**src/rtl/i2c_seq_engine.sv**
```systemverilog
// i2c_seq_engine: walks WRITE/READ/DELAY/END entries from a synchronous ROM
// and drives an I2C master through its request/done handshake. It also
// handles NACK retry, read-data capture, abort and run error reporting.
module i2c_seq_engine #(
  parameter int REG_W      = 16,
  parameter int DATA_W     = 16,
  parameter int ROM_AW     = 12,
  parameter int MAX_STEPS  = 2048,
  parameter int MAX_RETRY  = 3,
  parameter int DELAY_UNIT = 1000,
  parameter int ENTRY_W    = 9 + REG_W + DATA_W
) (
  input  logic               clk,
  input  logic               rst_n,
  input  logic               start,
  input  logic [ROM_AW-1:0]  list_base,
  input  logic               abort,
  output logic [ROM_AW-1:0]  rom_addr,
  output logic               rom_en,
  input  logic [ENTRY_W-1:0] rom_q,
  output logic               i2c_rqt,
  output logic               cmd,
  output logic [6:0]         addr_dev,
  output logic [REG_W-1:0]   addr_reg,
  output logic [DATA_W-1:0]  data_wr,
  input  logic               i2c_done,
  input  logic               i2c_nack,
  input  logic [DATA_W-1:0]  data_rd,
  output logic               rd_valid,
  output logic [REG_W-1:0]   rd_reg,
  output logic [DATA_W-1:0]  rd_data,
  output logic               busy,
  output logic               config_done,
  output logic               error,
  output logic [1:0]         err_code,
  output logic [11:0]        step_number
);

  localparam int CNT_W = DATA_W + $clog2(DELAY_UNIT + 1);
  localparam int RTY_W = $clog2(MAX_RETRY + 2);
  localparam int STP_W = $clog2(MAX_STEPS + 1);

  typedef enum logic [1:0] {OP_WRITE = 2'd0, OP_READ = 2'd1, OP_DELAY = 2'd2, OP_END = 2'd3} op_e;
  typedef enum logic [1:0] {ERR_NONE = 2'd0, ERR_NACK = 2'd1, ERR_STEPS = 2'd2, ERR_WRAP = 2'd3} err_e;
  typedef enum logic [3:0] {
    S_IDLE, S_FETCH, S_DECODE, S_REQ, S_WAIT, S_RETRY, S_DELAY, S_DONE, S_ERR
  } state_e;

  state_e             state_q, state_d;
  op_e                op_q;
  logic [ROM_AW-1:0]  ptr_q;
  logic [STP_W-1:0]   step_cnt_q;
  logic [STP_W-1:0]   step_inc;
  logic [RTY_W-1:0]   retry_q;
  logic [CNT_W-1:0]   cnt_q;

  // ROM word fields
  op_e                rom_op;
  logic [6:0]         rom_dev;
  logic [REG_W-1:0]   rom_reg;
  logic [DATA_W-1:0]  rom_data;

  // control strobes from the FSM to the datapath
  logic accept, latch, do_next, step_adv, ptr_adv, capture, retry_inc, cnt_load;
  err_e code_d;

  // outcome of the end-of-entry step: continue, or stop with an error
  state_e nxt_state;
  err_e   nxt_code;
  logic   nxt_ptr_adv;

  assign rom_op   = op_e'(rom_q[ENTRY_W-1 -: 2]);
  assign rom_dev  = rom_q[ENTRY_W-3 -: 7];
  assign rom_reg  = rom_q[DATA_W +: REG_W];
  assign rom_data = rom_q[DATA_W-1:0];
  assign rom_addr = ptr_q;
  assign step_inc = step_cnt_q + STP_W'(1);

  // decide where a completed entry leads: overrun first, then address wrap
  always_comb begin
    nxt_state   = S_FETCH;
    nxt_code    = ERR_NONE;
    nxt_ptr_adv = 1'b1;
    if (step_inc == STP_W'(MAX_STEPS)) begin
      nxt_state   = S_ERR;
      nxt_code    = ERR_STEPS;
      nxt_ptr_adv = 1'b0;
    end else if (&ptr_q) begin
      nxt_state   = S_ERR;
      nxt_code    = ERR_WRAP;
      nxt_ptr_adv = 1'b0;
    end
  end

  // state register
  always_ff @(posedge clk) begin
    // NOTE: sequential state uses non-blocking assignments so every flop
    // samples pre-edge values regardless of block evaluation order.
    if (!rst_n) state_q <= S_IDLE;
    else        state_q <= state_d;
  end

  // next-state logic, handshake outputs and datapath strobes
  always_comb begin
    // NOTE: every signal gets a default first so no path leaves one
    // unassigned, which would otherwise infer a latch.
    state_d     = state_q;
    rom_en      = 1'b0;
    i2c_rqt     = 1'b0;
    busy        = 1'b1;
    config_done = 1'b0;
    accept      = 1'b0;
    latch       = 1'b0;
    do_next     = 1'b0;
    step_adv    = 1'b0;
    ptr_adv     = 1'b0;
    capture     = 1'b0;
    retry_inc   = 1'b0;
    cnt_load    = 1'b0;
    code_d      = ERR_NONE;

    unique case (state_q)
      S_IDLE: begin
        busy = 1'b0;
        if (start) begin
          accept  = 1'b1;
          state_d = S_FETCH;
        end
      end
      S_FETCH: begin
        rom_en  = 1'b1;
        state_d = abort ? S_IDLE : S_DECODE;
      end
      S_DECODE: begin
        if (abort) begin
          state_d = S_IDLE;
        end else begin
          latch = 1'b1;
          case (rom_op)
            OP_WRITE, OP_READ: state_d = S_REQ;
            OP_DELAY: begin
              cnt_load = 1'b1;
              if (rom_data == '0) do_next = 1'b1;
              else                state_d = S_DELAY;
            end
            default: state_d = S_DONE;
          endcase
        end
      end
      S_REQ: begin
        i2c_rqt = 1'b1;
        state_d = S_WAIT;
      end
      S_WAIT: begin
        // request is held until the master completes, even under abort
        i2c_rqt = 1'b1;
        if (i2c_done) begin
          if (!i2c_nack) begin
            capture = (op_q == OP_READ);
            if (abort) begin
              step_adv = 1'b1;
              state_d  = S_IDLE;
            end else begin
              do_next = 1'b1;
            end
          end else if (abort) begin
            state_d = S_IDLE;
          end else if (retry_q < RTY_W'(MAX_RETRY)) begin
            retry_inc = 1'b1;
            state_d   = S_RETRY;
          end else begin
            code_d  = ERR_NACK;
            state_d = S_ERR;
          end
        end
      end
      S_RETRY: state_d = S_REQ;  // one-cycle request gap before re-attempt
      S_DELAY: begin
        if (abort)                     state_d = S_IDLE;
        else if (cnt_q == CNT_W'(1))   do_next = 1'b1;
      end
      S_DONE: begin
        busy        = 1'b0;
        config_done = 1'b1;
        state_d     = S_IDLE;
      end
      S_ERR: begin
        busy    = 1'b0;
        state_d = S_IDLE;
      end
      default: state_d = S_IDLE;
    endcase

    if (do_next) begin
      step_adv = 1'b1;
      ptr_adv  = nxt_ptr_adv;
      code_d   = nxt_code;
      state_d  = nxt_state;
    end
  end

  // datapath: pointer, counters, latched entry fields, read capture, status
  always_ff @(posedge clk) begin
    // NOTE: every register here is reset, since all outputs must read
    // zero after reset; there is no storage array that could skip it.
    if (!rst_n) begin
      ptr_q       <= '0;
      step_cnt_q  <= '0;
      step_number <= '0;
      retry_q     <= '0;
      cnt_q       <= '0;
      op_q        <= OP_WRITE;
      cmd         <= 1'b0;
      addr_dev    <= '0;
      addr_reg    <= '0;
      data_wr     <= '0;
      rd_valid    <= 1'b0;
      rd_reg      <= '0;
      rd_data     <= '0;
      error       <= 1'b0;
      err_code    <= '0;
    end else begin
      rd_valid <= 1'b0;
      if (accept) begin
        ptr_q       <= list_base;
        step_cnt_q  <= '0;
        step_number <= '0;
        error       <= 1'b0;
        err_code    <= '0;
      end
      if (ptr_adv) ptr_q <= ptr_q + ROM_AW'(1);
      if (step_adv) begin
        step_cnt_q <= step_inc;
        if (step_number != 12'hFFF) step_number <= step_number + 12'd1;
      end
      if (latch) begin
        op_q     <= rom_op;
        cmd      <= (rom_op == OP_WRITE);
        addr_dev <= rom_dev;
        addr_reg <= rom_reg;
        data_wr  <= rom_data;
        retry_q  <= '0;
      end
      if (retry_inc) retry_q <= retry_q + RTY_W'(1);
      if (cnt_load)                  cnt_q <= CNT_W'(rom_data) * CNT_W'(DELAY_UNIT);
      else if (state_q == S_DELAY)   cnt_q <= cnt_q - CNT_W'(1);
      if (capture) begin
        rd_valid <= 1'b1;
        rd_reg   <= addr_reg;
        rd_data  <= data_rd;
      end
      if (code_d != ERR_NONE) err_code <= code_d;
      if (state_q == S_ERR)   error    <= 1'b1;
    end
  end

endmodule

```
**config.mk**
```make
export PLATFORM = sky130hd
export DESIGN_NAME = i2c_seq_engine
export DESIGN_NICKNAME = d
export VERILOG_FILES = /design/src/rtl/i2c_seq_engine.sv
export SDC_FILE = /design/constraint.sdc
export NUM_CORES = 1
export LEC_CHECK = 0
export ABC_AREA = 1
export CELL_PAD_IN_SITES_DETAIL_PLACEMENT = 0
export CELL_PAD_IN_SITES_GLOBAL_PLACEMENT = 2
export CORE_MARGIN = 2
export CORE_UTILIZATION = 33
export CTS_BUF_LIST = sky130_fd_sc_hd__clkbuf_8
export CTS_CLUSTER_DIAMETER = 120
export DETAILED_ROUTE_END_ITERATION = 8
export PLACE_DENSITY = 0.91
export SYNTH_ARGS = -nofsm -noshare
export SYNTH_HDL_FRONTEND = slang
export SYNTH_SLANG_ARGS = --single-unit
```
**constraint.sdc**
```tcl
create_clock -name clk -period 11.9 [get_ports clk]
set_input_delay 2.975 -clock clk [delete_from_list [all_inputs] [get_ports clk]]
set_output_delay 2.975 -clock clk [all_outputs]
set_load 0.01 [all_outputs]
```
==> impl_metrics.json, run 1 <==
{
  "cts_buffers": 17,
  "die_w_microns": 179,
  "postPlaceCellArea_sq_um": 12200,
  "yosys.area.top_type": "dfxtp_1",
  "dr.first_iter.drc_count": 483,
  "min_path_type": "reg2reg",
  "fillCellCount": 3115,
  "rsz0062_at_grt": "no",
  "synth.cell_area_sq_um": 10100,
  "root_buffer": "clkbuf_8",
  "critPathArrivalTime_ps": 7730,
  "relSlewSlack_pct": 51.8,
  "clock_skew_ps": 18.0,
  "grt_max_degree": 69,
  "clkPwrFrac_pct": 24.3,
  "place_hpwl_mm": 21.3,
  "clock-sinks": 147,
  "layout.nets": 1736,
  "tns_ps": 0,
  "first_global_vias": 9228,
  "final_common_cell": "nand2_1",
  "grt_overflow": 0,
  "async_flop_share_pct": 0,
  "synth_top_area_share_pct": 29.1,
  "drc": 0,
  "antenna_found_initial": 0,
  "worstPathRequired_ps": 12280,
  "cts_resized": 0,
  "portBuffers": 178,
  "yosys_register_bits": 147,
  "start_util_pct": 33.3,
  "largest_register_ffs": 26,
  "rows": 64,
  "period_share_pct": 61.8,
  "drive_gt1_share_pct": 4.51,
  "die_h_microns": 179,
  "cts_max_path_buffers": 2,
  "seqPwrFrac_pct": 29.4,
  "synthCells": 1385,
  "post-route-min-period_ps": 7350,
  "gp_congestion": 0.851,
  "fin_util_pct": 41.6,
  "path_max_fanout": 6,
  "synth_flop_cell": "dfxtp_1",
  "setup_viol": 0,
  "postRouteAntennaNets": 0,
  "dr.pass1.iters": 5,
  "vias": 9381,
  "ys_seq_area_share_pct": 29.1,
  "synth.avg_cell_area_sq_um": 7.30,
  "hold_viol": 0,
  "die-area_sq_um": 32100,
  "final_area_sq_um": 12600,
  "antennaDiodeCount": 0,
  "worst_slew_pin_slew_ps": 723,
  "p_switching_mw": 0.731,
  "grt_usage_pct": 18.1,
  "end_kind": "flip-flop",
  "drt-total-wl_mm": 28.3,
  "power.density_nw_per_um2": 139,
  "area_delta_synth_final_pct": 24.9,
  "post_drt_wl_per_cell_microns": 14.5,
  "fmax_mhz": 136,
  "ios": 179,
  "htree_levels": 4,
  "cts_tree": "built",
  "startpoint_type": "input port",
  "holdBufCountCts": 0,
  "ys_warn_count": 0,
  "final_max_slew_viol_count": 0,
  "coreArea_sq_um": 30300,
  "critical_path_class": "in2reg",
  "sw_frac_of_total_pct": 41.7,
  "leakagePower_nw": 5.33,
  "max-cap-violations": 0,
  "cts_setup_buffers": 0,
  "regMostFlops": "cnt_q",
  "synth_edf_count": 0,
  "grt_pass1_wl_mm": 46.3,
  "worstSkewPairLatency_ps": 470,
  "clk_pin_slew_ps": 90,
  "comb_power_share_pct": 46.3,
  "intPower_mw": 1.02,
  "syn_nets": 1581,
  "synth.distinct_cells": 50,
  "layout_common_cells": "249 x nand2_1, 190 x inv_1, 177 x clkdlybuf4s50_1",
  "synth.top_cells.by_area": "dfxtp_1 29%, fa_1 11%, nand2_1 9.2%, ha_1 8.3%, inv_1 7.1%",
  "status": "completed",
  "drt-vias-per-instance": 4.82,
  "vdd_drop_max_uv": 94.8
}
[critical path: stages]
cell and delay (ps):
clkdlybuf4s50_1 480, inv_1 320, fa_1 500, fa_1 520, inv_1 60, fa_1 490, inv_1 50, fa_1 490
inv_1 40, ha_1 370, nand2_1 120, nor4_1 550, nand4_1 340, nand4_1 200, nand3_1 110, nand2_1 80
inv_1 30
[power by group through the flow]
stage / logic, mW / registers (mW) / clock network [mW]
final: 0.811 / 0.515 / 0.426
after floorplan: 0.579 / 0.529 / 0
after CTS: 0.813 / 0.515 / 0.442
after global routing: 0.937 / 0.517 / 0.463
after detailed placement: 0.808 / 0.527 / 0
after global placement: 0.809 / 0.527 / 0
[stage by stage]
stage | hold WS [ps] | total power, mW | std cells | setup slack, ps
6_report | 466 | 1.75 | 1948 | 4550
5_1_grt | 494 | 1.92 | 1948 | 4270
4_1_cts | 466 | 1.77 | 1948 | 4650
3_5_place_dp | 457 | 1.33 | 1917 | 4160
3_3_place_gp | 453 | 1.34 | 1917 | 4140
2_1_floorplan | 445 | 1.11 | 1385 | 5330
[per-layer routing]
| metal | vias up | track usage, % | routed length (microns) |
|---|---|---|---|
| met5 | - | 0 | 0 |
| met4 | 0 | 4.67 | 415 |
| met3 | 24 | 3.18 | 1400 |
| met2 | 194 | 31.1 | 13100 |
| met1 | 4329 | 23.3 | 13400 |
| li1 | 4834 | - | - |
[cell usage after synthesis, types with 7 or more instances]
cell        n
a211oi_1   17
a21oi_1   121
a31oi_1     8
buf_2       7
clkbuf_1   31
dfxtp_1   147
fa_1       54
ha_1       67
inv_1     191
nand2_1   249
nand3_1    92
nand4_1    25
nor2_1    151
nor3_1     17
o21ai_0    92
or2_2       7
xnor2_1    11
xor2_1     24
[cell type report]
class                      instances  area (sq um)  area share (%)
clock buffer                      18           248            1.96
clock inverter                    13           176            1.40
inverter                         196           738            5.84
tap                              396           495            3.92
multi-input combinational        994          6210            49.2
sequential                       147          2940            23.3
timing repair buffer             184          1820            14.4
[worst paths after layout]
| check | endpoint | cells past startpoint | slack (ps) | from |
|---|---|---|---|---|
| min reg2reg | rd_reg[14] | 2 | 470 | addr_reg[14] |
| max reg2reg | step_cnt_q[9] | 13 | 8930 | state_q[1] |
| min | rd_reg[14] | 2 | 470 | addr_reg[14] |
| max | cnt_q[23] | 17 | 4550 | rom_q[10] |
[kinds of logic after synthesis]
kind of cell	after synthesis	share of synthesized area [%]
AND/OR/NAND/NOR	575	25.1
adder cells (fa/ha/maj)	121	19.0
XOR/XNOR	35	3.03
AO/OA/AOI/OAI	263	14.2
buffers and inverters	244	9.54
flip-flops	147	29.1
No activity file was read; power rests on OpenSTA's default activity.
==> run 2, diff against run 1 <==
Settings changed: CORE_UTILIZATION 33 to 28, PLACE_DENSITY 0.91 to 0.83.
Clock period 11.9 ns to 6.55 ns, I/O delays scaled along.
==> run 2 against run 1 <==
Compared with the run above: clock skew is 0.79 ps lower; register-to-register slack worse by 5300 ps; worst hold slack better by 2.7 ps; total power increased by 79%; highest routed layer unchanged; critical path type unchanged; die area increased by 17%; largest cell class unchanged.
==> impl_metrics.json, run 2 (same netlist as run 1, synthesis figures left out) <==
{
  "gp_congestion": 0.820,
  "place_hpwl_mm": 21.7,
  "grt_usage_pct": 15.6,
  "fillCellCount": 3782,
  "startpoint_type": "input port",
  "critical_path_class": "in2reg",
  "min_path_type": "reg2reg",
  "clock_skew_ps": 17.2,
  "fin_util_pct": 35.7,
  "hold_viol": 0,
  "die-area_sq_um": 37700,
  "antenna_found_initial": 0,
  "p_total_mw": 3.14,
  "period_share_pct": 90.5,
  "clk_pin_slew_ps": 100,
  "rows": 69,
  "fmax_mhz": 169,
  "grt_pass1_wl_mm": 48.7,
  "grt_max_degree": 69,
  "drive_gt1_share_pct": 4.69,
  "min_to": "error",
  "dr.pass1.iters": 5,
  "rrSetupSlack_ps": 3590,
  "grt_overflow": 0,
  "vdd_drop_max_uv": 186,
  "layout_common_cells": "249 x nand2_1, 190 x inv_1, 177 x clkdlybuf4s50_1",
  "seqPwrFrac_pct": 29.8,
  "worst_path_max_delay_cell": "fa_1",
  "regMostFlops": "cnt_q",
  "cts_setup_buffers": 0,
  "max-cap-violations": 0,
  "power.density_nw_per_um2": 247,
  "root_buffer": "clkbuf_8",
  "timing.rr.end": "step_cnt_q[9]",
  "worst_slew_pin_slew_ps": 707,
  "intPower_mw": 1.78,
  "critPathArrivalTime_ps": 6310,
  "path_max_fanout": 6,
  "final_max_slew_viol_count": 0,
  "layout.nets": 1738,
  "cts_buffers": 17,
  "coreArea_sq_um": 35600,
  "dp.cells": 1984,
  "dr.first_iter.drc_count": 448,
  "post_drt_wl_per_cell_microns": 14.3,
  "clock-sinks": 147,
  "holdBufCountCts": 0,
  "postRouteAntennaNets": 0,
  "cts_tree": "built",
  "reg2reg_depth": 13,
  "cts_resized": 0,
  "rsz0062_at_grt": "no",
  "leakagePower_nw": 5.33,
  "drt-vias-per-instance": 4.67,
  "vias": 9423,
  "comb_power_share_pct": 46.6,
  "post-route-min-period_ps": 5930,
  "pre_cts_ws_ps": 118,
  "drt-total-wl_mm": 28.8,
  "end_kind": "flip-flop",
  "critPathMaxStageDelay_ps": 530,
  "ios": 179,
  "cts_max_path_buffers": 2,
  "holdPathStages": 2,
  "crit_chain": "clkdlybuf4s50_1 -> inv_1 -> fa_1 -> fa_1 -> inv_1 -> fa_1 -> inv_1 -> fa_1 -> inv_1 -> ha_1 -> nand2_1 -> nor4_1 -> nand4_1 -> nand4_1 -> nand3_1 -> nand2_1 -> inv_1",
  "antennaDiodeCount": 0,
  "p_switching_mw": 1.36,
  "status": "completed",
  "final_common_cell": "nand2_1",
  "portBuffers": 178,
  "worstPathRequired_ps": 6940,
  "drc": 0,
  "setup_viol": 0,
  "r2r-start": "state_q[1]",
  "start_util_pct": 28.4,
  "die_h_microns": 194,
  "regArea_sq_um": 2940,
  "min_from": "error",
  "first_global_vias": 9617,
  "sw_frac_of_total_pct": 43.2,
  "path_common_cell": "inv_1",
  "largest_register_ffs": 26,
  "clkPwrFrac_pct": 23.6,
  "area_delta_synth_final_pct": 25.7,
  "die_w_microns": 194,
  "setup_slack_ps": 623,
  "htree_levels": 4,
  "relSlewSlack_pct": 52.7,
  "fin_cells": 2016,
  "worstSkewPairLatency_ps": 470,
  "multi_input_area_sq_um": 6210
}
[run 2: cell count changes in the layout (fill, tap and decap cells not counted), moves of 2 or more]
cell / before / now
clkinv_4: 6 / 4
inv_8: 1 / 3
bufinv_16: 3 / 1
buf_4: 6 / 8
clkinv_8: 0 / 2
[run 2: power by group through the flow]
stage | Combinational, mW | Sequential [mW] | Clock (mW)
finish | 1.46 | 0.937 | 0.741
detailed placement | 1.47 | 0.958 | 0
floorplan | 1.05 | 0.961 | 0
CTS | 1.48 | 0.937 | 0.770
global route | 1.72 | 0.941 | 0.803
global placement | 1.49 | 0.958 | 0
[run 2: layout make-up]
| class | instances | area share [%] |
|---|---|---|
| repair buffers | 186 | 14.5 |
| flip-flops and latches | 147 | 23.2 |
| well taps | 461 | 4.54 |
| inverters | 196 | 5.81 |
| multi-input cells | 994 | 48.9 |
| clock buffers | 17 | 1.84 |
| clock inverters | 15 | 1.34 |
[run 2: worst max-delay path by stage]
stage,start,to,cells after the start
2_1_floorplan,rom_q[10],cnt_q[23],19
3_3_place_gp,rom_q[10],cnt_q[23],17
3_5_place_dp,rom_q[10],cnt_q[23],17
4_1_cts,rom_q[10],cnt_q[23],17
5_1_grt,rom_q[10],cnt_q[23],17
6_report,rom_q[10],cnt_q[23],17
[run 2: per-stage QoR]
step                hold slack, ps  TNS (ps)  area, sq um
global route                   489         0        12700
detailed placement             455         0        12300
CTS                            470         0        12700
floorplan                      445         0        10100
global placement               452     -53.6        12300
finish                         468         0        12700
[run 2: routing by layer]
layer  global-route usage (%)  share of wire [%]  wire (microns)
met5                        0                  0               0
met1                     20.5                 48           13900
met4                     3.45               0.98             282
met3                     2.71                3.4             982
met2                     26.7                 47           13600
[run 2: critical path: cells and delay by family]
| family | cells | cell delay, ps |
|---|---|---|
| simple gates | 6 | 1270 |
| buf+inv | 6 | 980 |
| fa+ha+maj | 5 | 2410 |
==> run 3, diff against run 2 <==
Settings changed: ABC_AREA 1 to 0, PLACE_DENSITY 0.83 to not set, PLACE_DENSITY_LB_ADDON set to 0.1.
==> run 3 against run 2 <==
Compared with the run above: first-iteration DRC count shrank 18%; global-route usage grew 0.92 points; count of clock-buffer cells in the layout grew 3.
==> impl_metrics.json, run 3 <==
{
  "status": "completed",
  "htree_levels": 4,
  "regMostFlops": "cnt_q",
  "end_kind": "flip-flop",
  "cts_resized": 0,
  "ios": 179,
  "ys_seq_area_share_pct": 31.6,
  "dr.first_iter.drc_count": 368,
  "period_share_pct": 91.0,
  "yosysMostFrequentCell": "nand2_1",
  "fillCellCount": 3451,
  "antenna_found_initial": 0,
  "fmax_mhz": 168,
  "final_area_sq_um": 12000,
  "seqPwrFrac_pct": 30.5,
  "clock-sinks": 147,
  "clk_pin_slew_ps": 90,
  "drt-vias-per-instance": 4.73,
  "holdPathStages": 2,
  "max-cap-violations": 0,
  "synth_top_area_share_pct": 31.6,
  "power.density_nw_per_um2": 252,
  "die-area_sq_um": 34700,
  "postRouteAntennaNets": 0,
  "pre_cts_ws_ps": 40.6,
  "final_common_cell": "nand2_1",
  "postPlaceCellArea_sq_um": 11700,
  "startpoint_type": "input port",
  "synth_fa_ha_area_share_pct": 20.6,
  "leakagePower_nw": 4.62,
  "reg2reg_depth": 7,
  "gp_congestion": 0.752,
  "intPower_mw": 1.90,
  "min_path_type": "reg2reg",
  "coreArea_sq_um": 32600,
  "cts_setup_buffers": 0,
  "yosys_register_bits": 147,
  "hold_viol": 0,
  "synth.top_cells.by_area": "dfxtp_1 32%, fa_1 12%, ha_1 9.0%, nand2_1 8.7%, a21oi_1 8.1%",
  "layout_common_cells": "216 x nand2_1, 178 x clkdlybuf4s50_1, 151 x a21oi_1",
  "die_w_microns": 186,
  "cts_tree": "built",
  "cts_max_path_buffers": 2,
  "path_depth": 16,
  "critPathBufInv": 3,
  "final_max_slew_viol_count": 0,
  "place_hpwl_mm": 21.0,
  "worst_slew_pin_slew_ps": 1030,
  "worstSkewPairLatency_ps": 470,
  "worst_path_max_delay_cell": "clkdlybuf4s50_1",
  "worstPathRequired_ps": 6930,
  "syn_nets": 1350,
  "synth_top_family_by_area": "simple AND/OR/NAND/NOR gates",
  "area_delta_synth_final_pct": 29.3,
  "critPathArrivalTime_ps": 6340,
  "muxShareOfSynthArea_pct": 0.780,
  "largest_register_ffs": 26,
  "comb_power_share_pct": 45.2,
  "grt_usage_pct": 16.5,
  "drc": 0,
  "synth_flop_cell": "dfxtp_1",
  "drive_gt1_share_pct": 5.33,
  "grt_pass1_wl_mm": 45.6,
  "ys_warn_count": 0,
  "synth-compound-area-share_pct": 17.6,
  "grt_max_degree": 76,
  "critical_path_class": "in2reg",
  "synth.cell_area_sq_um": 9310,
  "yosys.area.top_type": "dfxtp_1",
  "crit_chain": "clkdlybuf4s50_1 -> inv_1 -> fa_1 -> fa_1 -> fa_1 -> fa_1 -> inv_1 -> ha_1 -> o21ai_0 -> o21a_1 -> a22oi_1 -> a21oi_1 -> o21ai_0 -> a21oi_1 -> mux2i_1 -> and3_1",
  "first_global_vias": 8171,
  "critPathTopFamily": "adder cells",
  "vdd_drop_max_uv": 147,
  "synthCells": 1154,
  "grt_overflow": 0,
  "rsz0062_at_grt": "no",
  "setup_slack_ps": 588,
  "path_common_cell": "fa_1",
  "portBuffers": 178,
  "clkPwrFrac_pct": 24.3,
  "synth.distinct_cells": 61,
  "synth.avg_cell_area_sq_um": 8.07,
  "holdBufCountCts": 0,
  "sw_frac_of_total_pct": 37.2,
  "root_buffer": "clkbuf_8",
  "tns_ps": 0,
  "vias": 8386,
  "post-route-min-period_ps": 5960,
  "drt-total-wl_mm": 28.3,
  "cts_buffers": 17,
  "relSlewSlack_pct": 31.3,
  "critPathMaxStageDelay_ps": 630,
  "die_h_microns": 186,
  "fin_util_pct": 36.9,
  "start_util_pct": 28.5,
  "synth_edf_count": 0,
  "antennaDiodeCount": 0,
  "rows": 66,
  "setup_viol": 0,
  "synthTopCellsByCount": "216 x nand2_1, 151 x a21oi_1, 147 x dfxtp_1, 91 x inv_1, 67 x ha_1",
  "post_drt_wl_per_cell_microns": 15.9,
  "clock_skew_ps": 9.65,
  "synthSimpleGateAreaFrac_pct": 20.8,
  "p_switching_mw": 1.13,
  "path_max_fanout": 5,
  "async_flop_share_pct": 0,
  "layout.nets": 1517,
  "dr.pass1.iters": 7,
  "synth_xor_area_share_pct": 2.73
}
==> run 3: stage by stage <==
stage	cells	hold WS [ps]	total power [mW]
floorplan	1154	440	1.92
global placement	1744	442	2.35
detailed placement	1744	446	2.35
CTS	1774	457	3.11
global route	1774	471	3.32
finish	1774	453	3.03
==> run 3: power groups by stage <==
stage	Sequential (mW)	Clock [mW]	Combinational, mW
after detailed placement	0.946	0	1.40
after global placement	0.946	0	1.40
after floorplan	0.944	0	0.980
final	0.924	0.736	1.37
after global routing	0.927	0.811	1.58
after CTS	0.925	0.771	1.41
==> run 3: per-layer routing <==
layer / global-route usage [%] / wire length (microns)
met4: 4.86 / 376
met2: 28.9 / 14100
met3: 2.76 / 843
met5: 0 / 0
met1: 20.9 / 12900
==> run 3: worst min-delay path: stages (launching register included) <==
cell and delay [ps]:
dfxtp_1 310, nand2_1 50, a21oi_1 50
==> run 3: cell families (layout without fill, tap and decap cells) <==
logic type	count (synthesis)	in the layout
AND/OR/NAND/NOR	424	424
flip-flops	147	147
adder cells (fa/ha/maj)	121	121
XOR/XNOR	29	29
multiplexers	7	7
AO/OA/AOI/OAI	281	281
buffers and inverters	145	323
==> run 3: final timing paths <==
path / startpoint / endpoint / slack (ps)
worst max register to register: cnt_q[8] / rom_addr[9] / 2940
worst min register to register: rd_data[1] / rd_data[1] / 450
worst min-delay path: rd_data[1] / rd_data[1] / 450
worst max-delay path: rom_q[1] / cnt_q[24] / 590
==> run 3: cell type report <==
cell class              count  area [sq um]  area share [%]
repair buffers            201          1970            16.3
inverters                  92           348            2.89
well taps                 442           553            4.60
clock buffers              20           275            2.29
multi-input cells         862          5840            48.5
clock inverters            10           109           0.904
flip-flops and latches    147          2940            24.5
